### src/rtl/prio_arbiter_ctrl.sv
// N-way arbiter with registered one-hot grant, grant hold, optional round-robin
// rotation and hold-time preemption when other requesters are waiting.
module prio_arbiter_ctrl #(
    parameter int N        = 4,
    parameter int RR_EN    = 1,
    parameter int MAX_HOLD = 8
) (
    input  logic                 clk,
    input  logic                 rst_n,
    input  logic [N-1:0]         req,
    output logic [N-1:0]         gnt,
    output logic [$clog2(N)-1:0] gnt_id,
    output logic                 gnt_valid,
    output logic                 timeout
);

    localparam int IW = $clog2(N);
    localparam int HW = (MAX_HOLD > 1) ? $clog2(MAX_HOLD) : 1;

    typedef enum logic {IDLE, GRANT} state_t;

    state_t        state, state_nxt;
    logic [HW-1:0] hold_cnt, hold_nxt;
    logic [IW-1:0] ptr, ptr_nxt;
    logic [N-1:0]  gnt_nxt;
    logic [IW-1:0] id_nxt;
    logic          to_nxt;

    logic          owner_req, others, expired, preempt;
    logic [N-1:0]  cand;
    logic          win_found;
    logic [IW-1:0] win_id;

    assign owner_req = |(req & gnt);
    assign others    = |(req & ~gnt);
    assign expired   = (MAX_HOLD != 0) && (hold_cnt == HW'(MAX_HOLD - 1));
    // Release takes precedence over expiry: preemption needs the owner still requesting.
    assign preempt   = (state == GRANT) && owner_req && expired && others;
    assign cand      = preempt ? (req & ~gnt) : req;
    assign gnt_valid = |gnt;

    always_comb begin
        win_found = 1'b0;
        win_id    = '0;
        for (int unsigned i = 0; i < N; i++) begin
            int unsigned idx;
            idx = (RR_EN != 0) ? ((32'(ptr) + N - i) % N) : (N - 1 - i);
            if (!win_found && cand[idx[IW-1:0]]) begin
                win_found = 1'b1;
                win_id    = idx[IW-1:0];
            end
        end
    end

    always_comb begin
        logic arb;
        state_nxt = state;
        gnt_nxt   = gnt;
        id_nxt    = gnt_id;
        hold_nxt  = hold_cnt;
        ptr_nxt   = ptr;
        to_nxt    = 1'b0;
        arb       = 1'b0;
        case (state)
            IDLE:  arb = |req;
            GRANT: begin
                if (!owner_req || preempt) begin
                    arb    = 1'b1;
                    to_nxt = preempt;
                end else if ((MAX_HOLD != 0) && !expired) begin
                    hold_nxt = hold_cnt + HW'(1);
                end
            end
            default: state_nxt = IDLE;
        endcase
        if (arb) begin
            hold_nxt = '0;
            if (win_found) begin
                state_nxt       = GRANT;
                gnt_nxt         = '0;
                gnt_nxt[win_id] = 1'b1;
                id_nxt          = win_id;
                ptr_nxt         = (win_id == '0) ? IW'(N - 1) : win_id - IW'(1);
            end else begin
                state_nxt = IDLE;
                gnt_nxt   = '0;
                id_nxt    = '0;
            end
        end
    end

    always_ff @(posedge clk or negedge rst_n) begin
        if (!rst_n) begin
            state    <= IDLE;
            gnt      <= '0;
            gnt_id   <= '0;
            hold_cnt <= '0;
            ptr      <= IW'(N - 1);
            timeout  <= 1'b0;
        end else begin
            state    <= state_nxt;
            gnt      <= gnt_nxt;
            gnt_id   <= id_nxt;
            hold_cnt <= hold_nxt;
            ptr      <= ptr_nxt;
            timeout  <= to_nxt;
        end
    end

endmodule

### config.mk
export PLATFORM = sky130hd
export DESIGN_NAME = prio_arbiter_ctrl
export DESIGN_NICKNAME = d
export VERILOG_FILES = /design/src/rtl/prio_arbiter_ctrl.sv
export SDC_FILE = /design/constraint.sdc
export NUM_CORES = 1
export LEC_CHECK = 0
export ABC_AREA = 1
export CORE_MARGIN = 2
export CORE_UTILIZATION = 40
export DETAILED_ROUTE_END_ITERATION = 7
export PLACE_DENSITY = 0.74
export SLEW_MARGIN = 20
export SYNTH_ARGS = -nofsm -noshare
export SYNTH_HDL_FRONTEND = slang
export SYNTH_SLANG_ARGS = --single-unit
### constraint.sdc
create_clock -name clk -period 2.3 [get_ports clk]
set_clock_uncertainty 0.15 [all_clocks]
set_input_delay 0.345 -clock clk [delete_from_list [all_inputs] [get_ports clk]]
set_output_delay 0.345 -clock clk [all_outputs]
set_load 0.03 [all_outputs]
==> After elaboration in Yosys (flattened, before gate mapping) <==
Index checks and enable logic that the tools add are counted.
{ "classes": {"magnitude_cmp": 6, "n_eq_ne": 3, "reduce_logical": 20, "n_addsub": 6, "bitwise": 4, "n_mux": 31} }
{ "ops": {"columns": ["operator", "n"], "rows": [
  ["OR reduction 4 bit", 4],
  ["less-than comparator 2 x 3 -> 1 bit, second input constant", 5],
  ["2-to-1 mux 1 bit", 13],
  ["2-to-1 mux 2 bit", 6],
  ["2-to-1 mux 3 bit", 4],
  ["bitwise AND 4 bit", 2],
  ["binary-select mux 1 bit (select 2 bit)", 4],
  ["2-to-1 mux 4 bit", 2],
  ["logical AND 1 bit", 7],
  ["logical NOT 1 bit", 4],
  ["!= test 2 x 1 -> 1 bit, second input constant", 2],
  ["NOT 4 bit", 1],
  ["subtractor 2 x 1 -> 2 bit, second input constant", 2],
  ["subtractor 2 bit, second input constant", 2],
  ["adder 3 x 1 -> 3 bit, second input constant", 1],
  ["== test 3 bit, second input constant", 1],
  ["AND reduction 3 bit", 1],
  ["adder 2 x 1 -> 2 bit, second input constant", 1],
  ["demux 1 bit (select 2 bit)", 1],
  ["greater-or-equal comparator 2 x 1 -> 1 bit, second input constant", 1],
  ["logical NOT 2 bit", 1],
  ["one-hot mux 1 bit (2 select lines)", 1],
  ["AND reduction 2 bit", 1],
  ["nonzero test 2 bit", 1],
  ["2 further kinds", 2]
]} }
{ "totals": {"out_inout_bits": 8, "reg_bits": 13, "input_bits": 6, "word_cells": 76} }

==> Longest topological paths before layout <==
{ "logic_depth": {"ltp_word": 23, "depth_mapped": 19, "depth_no_buf": 19} }

==> Least setup slack after synthesis <==
No wires, ideal clock.
{ "synth_path": {"path_type": "register -> register", "from": "register gnt[3]", "to": "register ptr[1]", "slack_ps": -25, "path_buffers": 0, "setup_time_ps": 72, "stages_incl_launch_ff": 18, "t_arrival_ps": 2103, "period_less_slack_ps": 2325, "required_ps": 2078, "path_cell_list": "dfrtp_1 -> inv_1 -> nand2_2 -> nand2_1 -> nor2_2 -> nor2_4 -> nand2_4 -> nand2_1 -> nand3_1 -> nand3_1 -> nand2_1 -> nand2_1 -> nand2_1 -> nand2_1 -> nand2_2 -> inv_1 -> ha_1 -> o21ai_1"} }
{ "synth_via": {"elab_chain_len": 20, "elab_cells_between_ends": 39, "cone_classes": "add/sub (1); mux (20); bitwise (3); reduce/logical (15)"} }
{ "synth_rtl": {"columns": ["item", "line_no", "source"], "rows": [
  ["start, declared", "11", "output logic [N-1:0] gnt,"],
  ["start signal, assigned", "102", "gnt <= gnt_nxt;"],
  ["bitwise AND 4 bit", "34", "assign owner_req = |(req & gnt);"],
  ["OR reduction 4 bit", "34", null],
  ["logical AND 1 bit (3 in series)", "38", "assign preempt = (state == GRANT) && owner_req && expired && others;"],
  ["2-to-1 mux 4 bit", "39", "assign cand = preempt ? (req & ~gnt) : req;"],
  ["binary-select mux 1 bit (select 2 bit)", "48", "if (!win_found && cand[idx[IW-1:0]]) begin"],
  ["2-to-1 mux 1 bit (not written as such)", "48", null],
  ["2-to-1 mux 1 bit", "48", null],
  ["logical NOT 1 bit", "48", null],
  ["[... 2 more ...]", null, null],
  ["logical NOT 1 bit", "48", null],
  ["logical AND 1 bit", "48", null],
  ["2-to-1 mux 1 bit", "48", null],
  ["logical NOT 1 bit", "48", null],
  ["logical AND 1 bit", "48", null],
  ["2-to-1 mux 2 bit", "48", null],
  ["subtractor 2 x 1 -> 2 bit or logical NOT 2 bit (tied branches)", "83", "ptr_nxt = (win_id == '0) ? IW'(N - 1) : win_id - IW'(1);"],
  ["2-to-1 mux 2 bit", "83", null],
  ["end signal, assigned", "98", "ptr <= IW'(N - 1);"],
  ["end signal, assigned", "105", "ptr <= ptr_nxt;"],
  ["end, declared", "24", "logic [IW-1:0] ptr, ptr_nxt;"]
]} }
Several ways; a longest one is shown, not always the timed one. The select of a mux whose other input is x is not followed.
A chain may end at the register's enable or synchronous reset.

==> Final worst setup path <==
{ "layout_path": {"from": "register gnt[2]", "to": "register ptr[1]"} }
Same word-level chain as after synthesis.

==> out/summary.log <==
[placed_design] routability-driven placement congestion ratio 0.990
[drt] DRC violation total after the first TritonRoute iteration 31
[sta] number of pins exceeding their max-slew limit in the final report 0
[clock_network] quantity of hold-fixing buffers added after cts 0
[finish] final-layout fill cell count 187
[worst_setup_path] crit-path max FO 6
[pwr] leakage 0.838 nW
[job] number of maximum-capacitance violations 0
[drt] total detailed-routing wirelength 2950 um
[worst_setup_path] chain of cells forming the critical path buf_4 > nand2_1 > nand2_1 > nor2_2 > nor2_4 > nand2_2 > nand2_1 > nand3_1 > nand3_1 > nand2_2 > nand2_2 > nand2_1 > nand2_1 > nand2_4 > inv_2 > ha_1 > o21ai_1
[worst_setup_path] critical path's largest stage delay 420 ps
[yosys] share of the yosys chip area belonging to registers 32.4%
[sta] fmax 408 MHz
[yosys] most frequent cells after synthesis sky130_fd_sc_hd__nand2_1 (44), sky130_fd_sc_hd__inv_1 (26), sky130_fd_sc_hd__nand3_1 (25), sky130_fd_sc_hd__dfrtp_1 (11), sky130_fd_sc_hd__o21ai_0 (8)
[yosys] leading cell type by number of instances after synthesis sky130_fd_sc_hd__nand2_1
[finish] Nets 208
[clock_network] cts bufs inserted 3
[yosys] Post-synth EDFFs 0
[finish] area grow syn2layout 57.1%
[sta] part of the cycle the worst path needs 107%
[yosys] post-synth cell types 20
[grt] wire length of the first global-routing pass 4200 um
[drt] Via-to-Cell Ratio 5.08
[grt] number of antenna violations at the first check in global routing 0
[sta] setup repair after global routing missed its margin yes
[clock_network] clock tree from TritonCTS done
[floorplan] cell row count 18
[yosys] post-synthesis instance area 1010 um2
[clock_network] htree depth 1
[worst_setup_path] Worst Setup End Kind flop
[floorplan] die area 2950 um2
[clock_network] clock root buffer master sky130_fd_sc_hd__clkbuf_4
[finish] area occupied by registers 332 um2
[drt] total iterations of the first detailed-routing run 4
[clock_network] maximum clock insertion buffer count 2
[yosys] flip-flop and latch count after synthesis 13
[worst_setup_path] Worst EP arrival 2520 ps
[finish] number of antenna repair diodes 0
[worst_hold_path] Hold WC Path Type input pin to asynchronous set/reset pin
[yosys] Syn Nets 160
[clock_network] CTS clock-pin slew for the worst setup and hold paths 80 ps
[drt] average detailed-routed wire length per instance 13.1 um
[sta] hold violation count in the final report 0
[floorplan] height of the die 54.3 um
[floorplan] initial standard-cell utilization of the core 41.6%
[grt] Global Route Usage Sum 19.6%
[sta] measured slew at the worst slew-check pin 562 ps
[yosys] area leader, netlist sky130_fd_sc_hd__dfrtp_1
[yosys] number of warnings reported in the yosys synthesis log 0
[yosys] cell types occupying the most area after synthesis sky130_fd_sc_hd__dfrtp_1 (27%), sky130_fd_sc_hd__nand2_1 (16%), sky130_fd_sc_hd__nand3_1 (12%)
[finish] footprint of the multi-input gates 739 um2
[finish] fraction of layout cells with a size suffix above 1 44.1%
[drt] vias after detailed routing 1144
[floorplan] placeable core region 2430 um2
[worst_setup_path] startpoint type of the worst setup path flop
[yosys] primary flip-flop cell chosen by synthesis mapping sky130_fd_sc_hd__dfrtp_1
[sta] Final setup viols 6
[run_status] outcome complete, but fails checks
[worst_setup_path] slowest cell on the critical path sky130_fd_sc_hd__dfrtp_2
[worst_setup_path] Required @ worst endpoint 2360 ps
[grt] largest net degree at the start of global routing 14
[sta] crit path time final 2450 ps
[yosys] synthesized instance count 148
[worst_setup_path] critical path start-end classification flop to flop
[clock_network] number of sinks handled by clock tree synthesis 13
[pwr] maximum vdd drop 948 uV
[sta] post-route worst setup slack -153 ps
[drt] # DRC 0
[yosys] post-synth top area share 27.2%
[drt] Antenna Violating Nets Remaining 0
[run_status] violations in the final reports negative setup slack
[pwr] overall power of the completed layout 2.16 mW
[worst_setup_path] most frequent cell on the critical path sky130_fd_sc_hd__nand2_1
[pwr] power per standard cell area 1360 nW/um2
[grt] total overflow reported by the global router 0
[grt] vias in the first global route 1060
[yosys] Avg Inst Size Synth 6.84 um2
[placed_design] PortBufs 13
[floorplan] boundary pin count 14
[yosys] fraction of registers with async set or reset after synthesis 100%
[floorplan] die outline width 54.3 um
[clock_network] worst skew pair latency 280 ps
[placed_design] half-perimeter wire length of the detailed placement result 1850 um
[placed_design] Placement Setup Slack -461 ps
[sta] worst rel slew slack 62.4%
==> registers in the layout, summed over array words and instances, names as in the netlist <==
signal    flops
gnt           4
hold_cnt      3
gnt_id        2
ptr           2
state         1
timeout       1
==> cell usage in the layout, fill, tap and decap left out, drive strengths merged <==
master / synthesis / routed
xor2: 1 / 1
dlygate4sd2: 0 / 4
clkdlybuf4s50: 0 / 9
nand2: 51 / 52
clkbuf: 0 / 3
ha: 6 / 6
buf: 1 / 30
nor3: 1 / 1
nand3: 26 / 26
o21ai: 10 / 10
a21oi: 1 / 1
nor2: 9 / 9
o22ai: 1 / 1
dfstp: 2 / 2
clkinv: 0 / 1
nand4: 2 / 2
dfrtp: 11 / 11
inv: 26 / 26
==> area by class of cell <==
cell class	count	area share, %
clock buffers	3	1.42
multi-input cells	109	46.5
flip-flops and latches	13	20.8
well taps	30	2.36
inverters	26	6.29
clock inverters	1	0.315
repair buffers	43	22.3
==> where the power goes <==
group | switching (mW) | total (mW) | internal, mW
logic | 0.900 | 1.59 | 0.692
clock network | 0.0776 | 0.142 | 0.0646
registers | 0.0906 | 0.426 | 0.335
total | 1.07 | 2.16 | 1.09
==> metrics by stage <==
stage	util (%)	hold slack (ps)	TNS (ps)	std cells	cell area [um2]
2_1_floorplan	-	-101	0	148	1020
3_3_place_gp	55.3	314	-2230	213	1350
3_5_place_dp	55.3	321	-2720	213	1350
4_1_cts	59.7	292	-102	225	1450
5_1_grt	65.4	319	-1760	225	1590
6_report	65.4	271	-615	225	1590
==> path summary, 6_finish.rpt <==
path                            startpoint     endpoint  slack, ps  cells after the start
worst min-delay path                 rst_n  hold_cnt[2]        270                      1
worst max register to register      gnt[2]       ptr[1]       -150                     17
worst min register to register   gnt_id[1]    gnt_id[1]        340                      2
min in group clk                 gnt_id[1]    gnt_id[1]        340                      2
max in group asynchronous            rst_n       gnt[2]       1330                      1
worst max-delay path                gnt[2]       ptr[1]       -150                     17
==> critical path: cells and delay by family (launching register included) <==
family	cells	cell delay, ps
AOI/OAI and AO/OA	1	130
adders and majority gates	1	290
buffers and inverters	2	180
DFF	1	420
and+or+nand+nor	13	1190
==> per-layer routing <==
| metal | track usage (%) | part of all wire, % |
|---|---|---|
| met1 | 22.6 | 42 |
| met3 | 3.01 | 4.4 |
| met5 | 0 | 0 |
| met2 | 34.7 | 49 |
| met4 | 10.0 | 3.7 |
==> kinds of logic after synthesis <==
kind of cell	count (synthesis)	share of synthesized area, %
adder cells (fa/ha/maj)	6	7.42
flip-flops	13	32.4
buffers and inverters	27	10.8
AO/OA/AOI/OAI	12	6.06
XOR/XNOR	1	0.865
AND/OR/NAND/NOR	89	42.5
==> what timing repair did <==
item                                    CTS  global route
pin swaps                                11            17
endpoints found under the setup margin    5             8
buffers inserted                          7             1
resized for setup                        14            39
gates cloned                              1             0
No activity file was read; power rests on OpenSTA's default activity.
